==> src/rtl/slicem_cfg_pkg.sv <==
// Shared types and constants for the SLICEM configuration loader.
// Chain geometry helpers and CRC-8 constants live here.
package slicem_cfg_pkg;

  typedef enum logic [2:0] {
    ST_IDLE,
    ST_FETCH,
    ST_SHIFT,
    ST_CHECK,
    ST_DONE
  } state_e;

  localparam logic [7:0] CRC8_POLY = 8'h07;
  localparam logic [7:0] CRC8_INIT = 8'h00;

  function automatic int chain_len(
    input int s_xx_base,
    input int num_luts
  );
    return num_luts * 2 * ((1 << s_xx_base) + 1) + 1;
  endfunction

  function automatic int n_words(
    input int s_xx_base,
    input int num_luts,
    input int word_w
  );
    return (chain_len(s_xx_base, num_luts) + word_w - 1) / word_w;
  endfunction

endpackage

==> src/rtl/slicem_cfg_crc8.sv <==
// Bit-serial CRC-8, MSB-first register, polynomial from slicem_cfg_pkg.
// Used by slicem_cfg_loader only when SLICEM_CFG_CRC_EN is defined.
module slicem_cfg_crc8
  import slicem_cfg_pkg::*;
(
  input  logic       clk,
  input  logic       rst,
  input  logic       clear_i,
  input  logic       enable_i,
  input  logic       bit_in_i,
  output logic [7:0] crc_out_o
);

  logic [7:0] crc_q, crc_d;
  logic       fb;

  always_comb begin
    fb    = crc_q[7] ^ bit_in_i;
    crc_d = crc_q;
    if (clear_i) begin
      crc_d = CRC8_INIT;
    end else if (enable_i) begin
      crc_d = {crc_q[6:0], 1'b0} ^ (fb ? CRC8_POLY : 8'h00);
    end
  end

  always_ff @(posedge clk or posedge rst) begin
    if (rst) crc_q <= CRC8_INIT;
    else     crc_q <= crc_d;
  end

  assign crc_out_o = crc_q;

endmodule

==> src/rtl/slicem_cfg_loader.sv <==
// Serialises a word stream into a slice config chain, LSB of each word first.
// Define SLICEM_CFG_CRC_EN to add a trailing CRC-8 check word.
module slicem_cfg_loader
  import slicem_cfg_pkg::*;
#(
  parameter int S_XX_BASE = 4,
  parameter int NUM_LUTS  = 4,
  parameter int WORD_W    = 8
) (
  input  logic              clk,
  input  logic              rst,
  input  logic              start,
  input  logic              abort,
  input  logic [WORD_W-1:0] word_in,
  input  logic              word_valid,
  output logic              word_ready,
  output logic              cfg_bit,
  output logic              cfg_en,
  output logic              busy,
  output logic              done,
  output logic              cfg_err
);

  localparam int CHAIN_LEN = chain_len(S_XX_BASE, NUM_LUTS);
  localparam int RW = $clog2(CHAIN_LEN + 1);
  localparam int BW = $clog2(WORD_W + 1);

  state_e            state_q, state_d;
  logic [WORD_W-1:0] sreg_q, sreg_d;
  logic [RW-1:0]     rem_q, rem_d;
  logic [BW-1:0]     bits_q, bits_d;

  always_comb begin
    state_d    = state_q;
    sreg_d     = sreg_q;
    rem_d      = rem_q;
    bits_d     = bits_q;
    word_ready = 1'b0;
    cfg_en     = 1'b0;
    cfg_bit    = 1'b0;
    done       = 1'b0;
    busy       = (state_q != ST_IDLE);
    unique case (state_q)
      ST_IDLE: begin
        if (start && !abort) begin
          rem_d   = RW'(CHAIN_LEN);
          state_d = ST_FETCH;
        end
      end
      ST_FETCH: begin
        word_ready = !abort;
        if (abort) begin
          state_d = ST_IDLE;
        end else if (word_valid) begin
          sreg_d  = word_in;
          bits_d  = (int'(rem_q) < WORD_W) ? BW'(rem_q) : BW'(WORD_W);
          state_d = ST_SHIFT;
        end
      end
      ST_SHIFT: begin
        cfg_en  = 1'b1;
        cfg_bit = sreg_q[0];
        sreg_d  = sreg_q >> 1;
        bits_d  = bits_q - BW'(1);
        rem_d   = rem_q - RW'(1);
        if (abort) begin
          state_d = ST_IDLE;
        end else if (rem_q == RW'(1)) begin
`ifdef SLICEM_CFG_CRC_EN
          state_d = ST_CHECK;
`else
          state_d = ST_DONE;
`endif
        end else if (bits_q == BW'(1)) begin
          state_d = ST_FETCH;
        end
      end
      ST_CHECK: begin
`ifdef SLICEM_CFG_CRC_EN
        word_ready = !abort;
        if (abort) state_d = ST_IDLE;
        else if (word_valid) state_d = ST_DONE;
`else
        state_d = ST_IDLE;
`endif
      end
      ST_DONE: begin
        done    = 1'b1;
        state_d = ST_IDLE;
      end
      default: state_d = ST_IDLE;
    endcase
  end

  always_ff @(posedge clk or posedge rst) begin
    if (rst) begin
      state_q <= ST_IDLE;
      sreg_q  <= '0;
      rem_q   <= '0;
      bits_q  <= '0;
    end else begin
      state_q <= state_d;
      sreg_q  <= sreg_d;
      rem_q   <= rem_d;
      bits_q  <= bits_d;
    end
  end

`ifdef SLICEM_CFG_CRC_EN
  logic [7:0] crc;
  logic       crc_clr, chk_acc;
  logic       err_q, err_d;

  assign crc_clr = (state_q == ST_IDLE) && start && !abort;
  assign chk_acc = (state_q == ST_CHECK) && word_valid && word_ready;

  slicem_cfg_crc8 u_crc (
    .clk       (clk),
    .rst       (rst),
    .clear_i   (crc_clr),
    .enable_i  (cfg_en),
    .bit_in_i  (cfg_bit),
    .crc_out_o (crc)
  );

  // Error flag survives DONE/IDLE and only a new accepted start clears it.
  always_comb begin
    err_d = err_q;
    if (crc_clr)      err_d = 1'b0;
    else if (chk_acc) err_d = (word_in[7:0] != crc);
  end

  always_ff @(posedge clk or posedge rst) begin
    if (rst) err_q <= 1'b0;
    else     err_q <= err_d;
  end

  assign cfg_err = err_q;
`else
  assign cfg_err = 1'b0;
`endif

endmodule

==> config.mk <==
export PLATFORM = sky130hd
export DESIGN_NAME = slicem_cfg_loader
export DESIGN_NICKNAME = d
export VERILOG_FILES = /design/src/rtl/slicem_cfg_pkg.sv /design/src/rtl/slicem_cfg_crc8.sv /design/src/rtl/slicem_cfg_loader.sv
export SDC_FILE = /design/constraint.sdc
export NUM_CORES = 1
export LEC_CHECK = 0
export CORE_UTILIZATION = 54
export CTS_BUF_LIST = sky130_fd_sc_hd__clkbuf_4 sky130_fd_sc_hd__clkbuf_8
export CTS_CLUSTER_SIZE = 28
export DETAILED_ROUTE_END_ITERATION = 12
export PLACE_DENSITY = 0.91
export SKIP_CTS_REPAIR_TIMING = 1
export SLEW_MARGIN = 20
export SYNTH_ARGS = -nofsm -noshare
export SYNTH_HDL_FRONTEND = slang
export SYNTH_SLANG_ARGS = --single-unit
==> constraint.sdc <==
create_clock -name clk -period 2.87 [get_ports clk]
set_clock_uncertainty 0.2 [all_clocks]
set_input_delay 0.7175 -clock clk [delete_from_list [all_inputs] [get_ports clk]]
set_output_delay 0.7175 -clock clk [all_outputs]
set_load 0.01 [all_outputs]
==> impl_metrics.ini, run 1 <==
[status]
status = finished clean

[global_routing]
grt_antenna_before_repair = 0
grt_usage = 0.234
grt_first_pass_wirelength_um = 4370
grt_pass1_vias = 967
overflow = 0
grt_max_degree = 27

[sta]
maxSlewViolCount = 0
finalHoldViolations = 0
maxSlewHeadroom = 0.615
setup_viol = 0
min_period_ps = 2710
max_freq_mhz = 369
fin_crit_sh = 0.945
worstMarginPinSlew_ps = 572
rsz0062_at_grt = no

[cts]
cts_buffer_depth = 2
clock_latency_ps = 310
cts.sinks = 23
path_clk_slew_ps = 130
cts_tree = yes
htreeDepth = 1
root_buffer = clkbuf_4
cts_buffers = 3

[setup_path]
crit_path_end_kind = primary output
path_class = flop to primary output
startpoint = state_q[0]
path_cells = or3b_1 -> inv_2 -> clkdlybuf4s50_1
slowest_delay_ps = 530
arrival_ps = 1790
cp-endpoint = cfg_en
worstPathRequired_ps = 1950
reg2reg_slack_ps = 910
rr_worst_depth = 5
start_kind = flop
slowest_stage = clkdlybuf4s50_1
worstPathMaxFanout = 5
rr_endpoint = bits_q[3]
r2r_start = state_q[0]

[floorplan]
coreArea_um2 = 2040
row_count = 16
ios = 19
die_h_um = 49.6
start_util = 0.600
fp.dieW_um = 49.6
die_area_um2 = 2460

[routing]
drt_pass1_iterations = 4
drtAntennaViolNets = 0
viasPerCell = 5.61
drt-initial-drc-count = 27
drc = 0
vias = 1066
routedWlPerCell_um = 14.1
finalWirelength_um = 2670

[yosys]
yosysSeqAreaShare = 0.470
syn_area_per_cell_um2 = 8.63
yosysWarnings = 0
synthesis.instances = 142
syn_nets = 159
synth_cell_type_count = 33
syn_area_um2 = 1220
ys_seq_elements = 23

[placed_design]
dp_hpwl_um = 1900
io_buffers = 17
place_congestion = 0.831
place_inst = 185

[cells_and_area]
final_cell_mix = nand2_1 (23), nor2_1 (20), dfrtp_1 (20)
utilization = 0.727
drive_above_1_share = 0.104
layout.nets = 181
final_common_cell = nand2_1
syn_to_final_growth_pct = 21.1
n_antenna_cell = 0
fin_cells = 190

[power_and_ir_drop]
ir_drop_uv = 545
p_leak_nw = 0.691
finalPower_mw = 1.18
pwr_density_cell_nw_per_um2 = 793

[min_path]
hp-class = flop to flop

[flow_run]
max_cap_violations = 0
==> synthesized netlist by cell type, drive strengths merged <==
master,n,area [µm²]
nor3,5,25.0
and2,3,18.8
o211a,1,10.0
inv,7,26.3
nor3b,1,7.51
nor2,20,75.1
nor2b,1,6.26
a221o,1,10.0
nand4b,1,8.76
o22ai,1,6.26
o21ai,5,25.0
or3b,1,8.76
a21oi,7,35.0
a211oi,2,15.0
a21o,2,15.0
nand2,23,86.3
o221ai,1,8.76
ha,4,50.1
a32oi,1,8.76
clkbuf,2,7.51
dfrtp,23,576
conb,1,3.75
mux2i,1,10.0
buf,5,32.5
nor4b,1,8.76
nor4,2,27.5
a31oi,7,43.8
or3,2,12.5
nand3,10,50.1
and3,1,6.26
==> flip-flops by register name, summed over array words and instances, names as in the netlist <==
signal / count
bits_q: 4
rem_q: 8
sreg_q: 8
state_q: 3
==> metrics by stage <==
step | TNS [ps] | hold slack [ps] | cell area, µm² | worst slack, ps
2_1_floorplan | 0 | 249 | 1220 | 620
3_3_place_gp | -97.0 | 268 | 1430 | -97.0
3_5_place_dp | -195 | 305 | 1430 | -195
4_1_cts | -195 | 322 | 1460 | -195
5_1_grt | 0 | 349 | 1480 | 96.3
6_report | 0 | 316 | 1480 | 159
==> layout make-up <==
type / count / area, µm²
inverter: 7 / 26.3
sequential: 23 / 579
tap: 27 / 33.8
timing repair buffer: 24 / 228
multi-input combinational: 105 / 589
clock buffer: 3 / 22.5
clock inverter: 1 / 5.00
fill: 160 / 558
==> routing by layer <==
metal	GRT usage	routed length, µm
met5	0	0
met4	0.0619	28
met3	0.0370	112
met2	0.399	1360
met1	0.306	1170
==> cell families (layout without fill, tap and decap cells) <==
kind of cell | count (synthesis) | in the layout | synth area share
buffers and inverters | 14 | 35 | 0.0541
adders and majority gates | 4 | 4 | 0.0409
and+or+nand+nor | 71 | 71 | 0.279
AOI/OAI and AO/OA | 28 | 28 | 0.145
muxes | 1 | 1 | 0.00817
DFF | 23 | 23 | 0.470
other | 1 | 1 | 0.00306
==> worst max-delay path, delay by kind of cell (launching register included) <==
| kind | cells | cell delay (ps) |
|---|---|---|
| buffers and inverters | 2 | 610 |
| DFF | 1 | 460 |
| and+or+nand+nor | 1 | 420 |
==> power breakdown <==
group	internal [mW]	leakage [nW]	switching, mW	total [mW]
clock	0.0520	0.0177	0.0996	0.152
combinational	0.223	0.399	0.239	0.462
sequential	0.447	0.274	0.116	0.563
total	0.722	0.691	0.454	1.18
==> how the worst min path moves through the flow <==
| stage | startpoint | to | slack (ps) | cells after the start |
|---|---|---|---|---|
| 6_report | rem_q[5] | rem_q[5] | 320 | 1 |
| 3_3_place_gp | sreg_q[1] | sreg_q[0] | 270 | 2 |
| 3_5_place_dp | rem_q[5] | rem_q[5] | 300 | 1 |
| 5_1_grt | rem_q[5] | rem_q[5] | 350 | 1 |
| 4_1_cts | rem_q[5] | rem_q[5] | 320 | 1 |
| 2_1_floorplan | sreg_q[1] | sreg_q[0] | 250 | 2 |
No activity file was read; power rests on OpenSTA's default activity.
==> run 2, diff against run 1 <==
--- a/config.mk
+++ b/config.mk
@@ -9,6 +9,8 @@
 export CTS_BUF_LIST = sky130_fd_sc_hd__clkbuf_4 sky130_fd_sc_hd__clkbuf_8
 export CTS_CLUSTER_SIZE = 28
 export DETAILED_ROUTE_END_ITERATION = 12
+export GPL_ROUTABILITY_DRIVEN = 0
+export HOLD_SLACK_MARGIN = 0.08
 export PLACE_DENSITY = 0.91
 export SKIP_CTS_REPAIR_TIMING = 1
 export SLEW_MARGIN = 20
==> results of run 2 <==
Same layout as run 1: the final DEF is identical, and so are final timing and power.
==> run 3, diff against run 2 <==
--- a/config.mk
+++ b/config.mk
@@ -16,4 +16,5 @@
 export SLEW_MARGIN = 20
 export SYNTH_ARGS = -nofsm -noshare
 export SYNTH_HDL_FRONTEND = slang
+export SYNTH_HIERARCHICAL = 1
 export SYNTH_SLANG_ARGS = --single-unit
==> constraint.sdc (replaced) <==
create_clock -name clk -period 2.6 [get_ports clk]
set_clock_uncertainty 0.2 [all_clocks]
set_input_delay 0.65 -clock clk [delete_from_list [all_inputs] [get_ports clk]]
set_output_delay 0.65 -clock clk [all_outputs]
set_load 0.01 [all_outputs]
==> run 3 against run 2 <==
  * Sequential power up 8.0%
  * Register-to-register slack worse by 290 ps
  * Largest power group unchanged
  * Global-route usage is 0.26 points higher
  * Via count rose by 5.0%
  * Power increased by 10%
  * First-iteration DRC count fell by 11%
  * Critical path type unchanged
==> impl_metrics.ini, run 3 <==
[setup_path]
rr_endpoint = bits_q[2]
reg2reg_slack_ps = 620
crit_path_end_kind = primary output
slowest_stage = clkdlybuf4s50_1
worst-path-buf-inv = 2
slowest_delay_ps = 570
path_class = flop to primary output
worstPathRequired_ps = 1750
cp_top_family = buffers and inverters
start_kind = flop
r2r_start = state_q[2]
worstPathMaxFanout = 6
arrival_ps = 1640
cp.depth = 3
path_cells = buf_4 -> nor3b_1 -> clkdlybuf4s50_1
rr_worst_depth = 6

[placed_design]
io_buffers = 17
place_inst = 186
dp_hpwl_um = 1870
postPlaceCellArea_um2 = 1440

[routing]
drt_pass1_iterations = 4
drt-initial-drc-count = 24
met1_length_um = 1130
routedWlPerCell_um = 13.6
met3_length_um = 105
top_layer = met4
drtAntennaViolNets = 0
finalWirelength_um = 2620
met2WireLength_um = 1330
vias = 1119
drc = 0
viasPerCell = 5.80

[cells_and_area]
final_area_um2 = 1510
final_cell_mix = nand2_1 (23), dfrtp_1 (21), nor2_1 (20)
fin_cells = 193
n_antenna_cell = 0
final_common_cell = nand2_1
syn_to_final_growth_pct = 23.5
layout.nets = 184
reg_top3 = rem_q: 8 flops, sreg_q: 8 flops, bits_q: 4 flops
drive_above_1_share = 0.114

[sta]
worstMarginPinSlew_ps = 551
maxSlewHeadroom = 0.630
max_freq_mhz = 401
finalHoldViolations = 0
worst_hold_slack_ps = 316
tns_ps = 0
min_period_ps = 2490
rsz0062_at_grt = no
maxSlewViolCount = 0
fin_crit_sh = 0.958
setup_viol = 0

[cts]
cts_buffer_depth = 2
path_clk_slew_ps = 120
cts_buffers = 3
root_buffer = clkbuf_4
cts.sinks = 23
clock_latency_ps = 320
htreeDepth = 1
cts_tree = yes

[floorplan]
start_util = 0.600
coreArea_um2 = 2040
die_area_um2 = 2460
die_h_um = 49.6
fp.dieW_um = 49.6
row_count = 16
ios = 19

[yosys]
synthesis.instances = 142
synth-edff-count = 0
synth_ff_type = dfrtp_1
syn_nets = 159
syn_area_per_cell_um2 = 8.63
yosys.area.top_type = dfrtp_1
yosysSeqAreaShare = 0.470
synthTopCellsByCount = dfrtp_1 (23), nand2_1 (23), nor2_1 (20), nand3_1 (10)
yosysWarnings = 6
ys_seq_elements = 23
synth_top_area_frac = 0.470
syn_area_um2 = 1220
synth_cell_type_count = 33
synth-async-reset-ratio = 1.00
netlist_top_cells_area = dfrtp_1 (47%), nand2_1 (7.0%), nor2_1 (6.1%), ha_1 (4.1%), nand3_1 (4.1%)

[power_and_ir_drop]
p_leak_nw = 0.737
pwr_density_cell_nw_per_um2 = 859
ir_drop_uv = 463

[min_path]
holdPathEnd = sreg_q[0]
worstHoldStart = sreg_q[0]
worstHoldPathCells = 2
hp-class = flop to flop

[global_routing]
overflow = 0
grt_first_pass_wirelength_um = 4400
grt_antenna_before_repair = 0
grt_max_degree = 27
grt_usage = 0.236
grt_pass1_vias = 1060

[flow_run]
max_cap_violations = 0

[status]
status = finished clean
-- run 3: final cells by class --
type	count	area (µm²)
timing repair buffer	27	255
fill	145	529
multi-input combinational	105	589
sequential	23	578
inverter	7	26.3
clock buffer	4	30.0
tap	27	33.8
-- run 3: how the worst max path moves through the flow --
| stage | from | endpoint | slack [ps] |
|---|---|---|---|
| 3_5_place_dp | abort | word_ready | -310 |
| 3_3_place_gp | abort | word_ready | -240 |
| 6_report | state_q[0] | done | 110 |
| 4_1_cts | abort | word_ready | -310 |
| 5_1_grt | state_q[0] | done | 5 |
| 2_1_floorplan | state_q[0] | cfg_bit | 420 |
-- run 3: worst register-to-register path: cells and delay by family (launching register included) --
family | cells | cell delay (ps)
and+or+nand+nor | 2 | 550
DFF | 1 | 440
AOI/OAI and AO/OA | 2 | 380
buffers and inverters | 2 | 310
-- run 3: where the power goes --
part,switching (mW),leakage [nW],internal (mW)
Sequential,0.116,0.275,0.492
Combinational,0.266,0.443,0.247
Clock,0.107,0.0184,0.0705
Total,0.489,0.737,0.809
-- run 3: cells by family after synthesis --
family / after synthesis / share of synthesized area
AND/OR/NAND/NOR: 71 / 0.279
AO/OA/AOI/OAI: 28 / 0.145
adder cells (fa/ha/maj): 4 / 0.0409
other: 1 / 0.00306
flip-flops: 23 / 0.470
buffers and inverters: 14 / 0.0541
multiplexers: 1 / 0.00817
-- run 3: metrics by stage --
step / total power, mW / util / setup WS [ps]
after floorplan: 0.951 / - / 418
after global placement: 1.09 / 0.706 / -239
after detailed placement: 1.12 / 0.706 / -312
after CTS: 1.30 / 0.721 / -312
after global routing: 1.41 / 0.741 / 4.96
final: 1.30 / 0.741 / 108
-- run 3: routing by layer --
layer | GRT usage | vias up
li1 | - | 539
met1 | 0.274 | 542
met2 | 0.412 | 31
met3 | 0.0401 | 7
met4 | 0.124 | 0
met5 | 0 | -
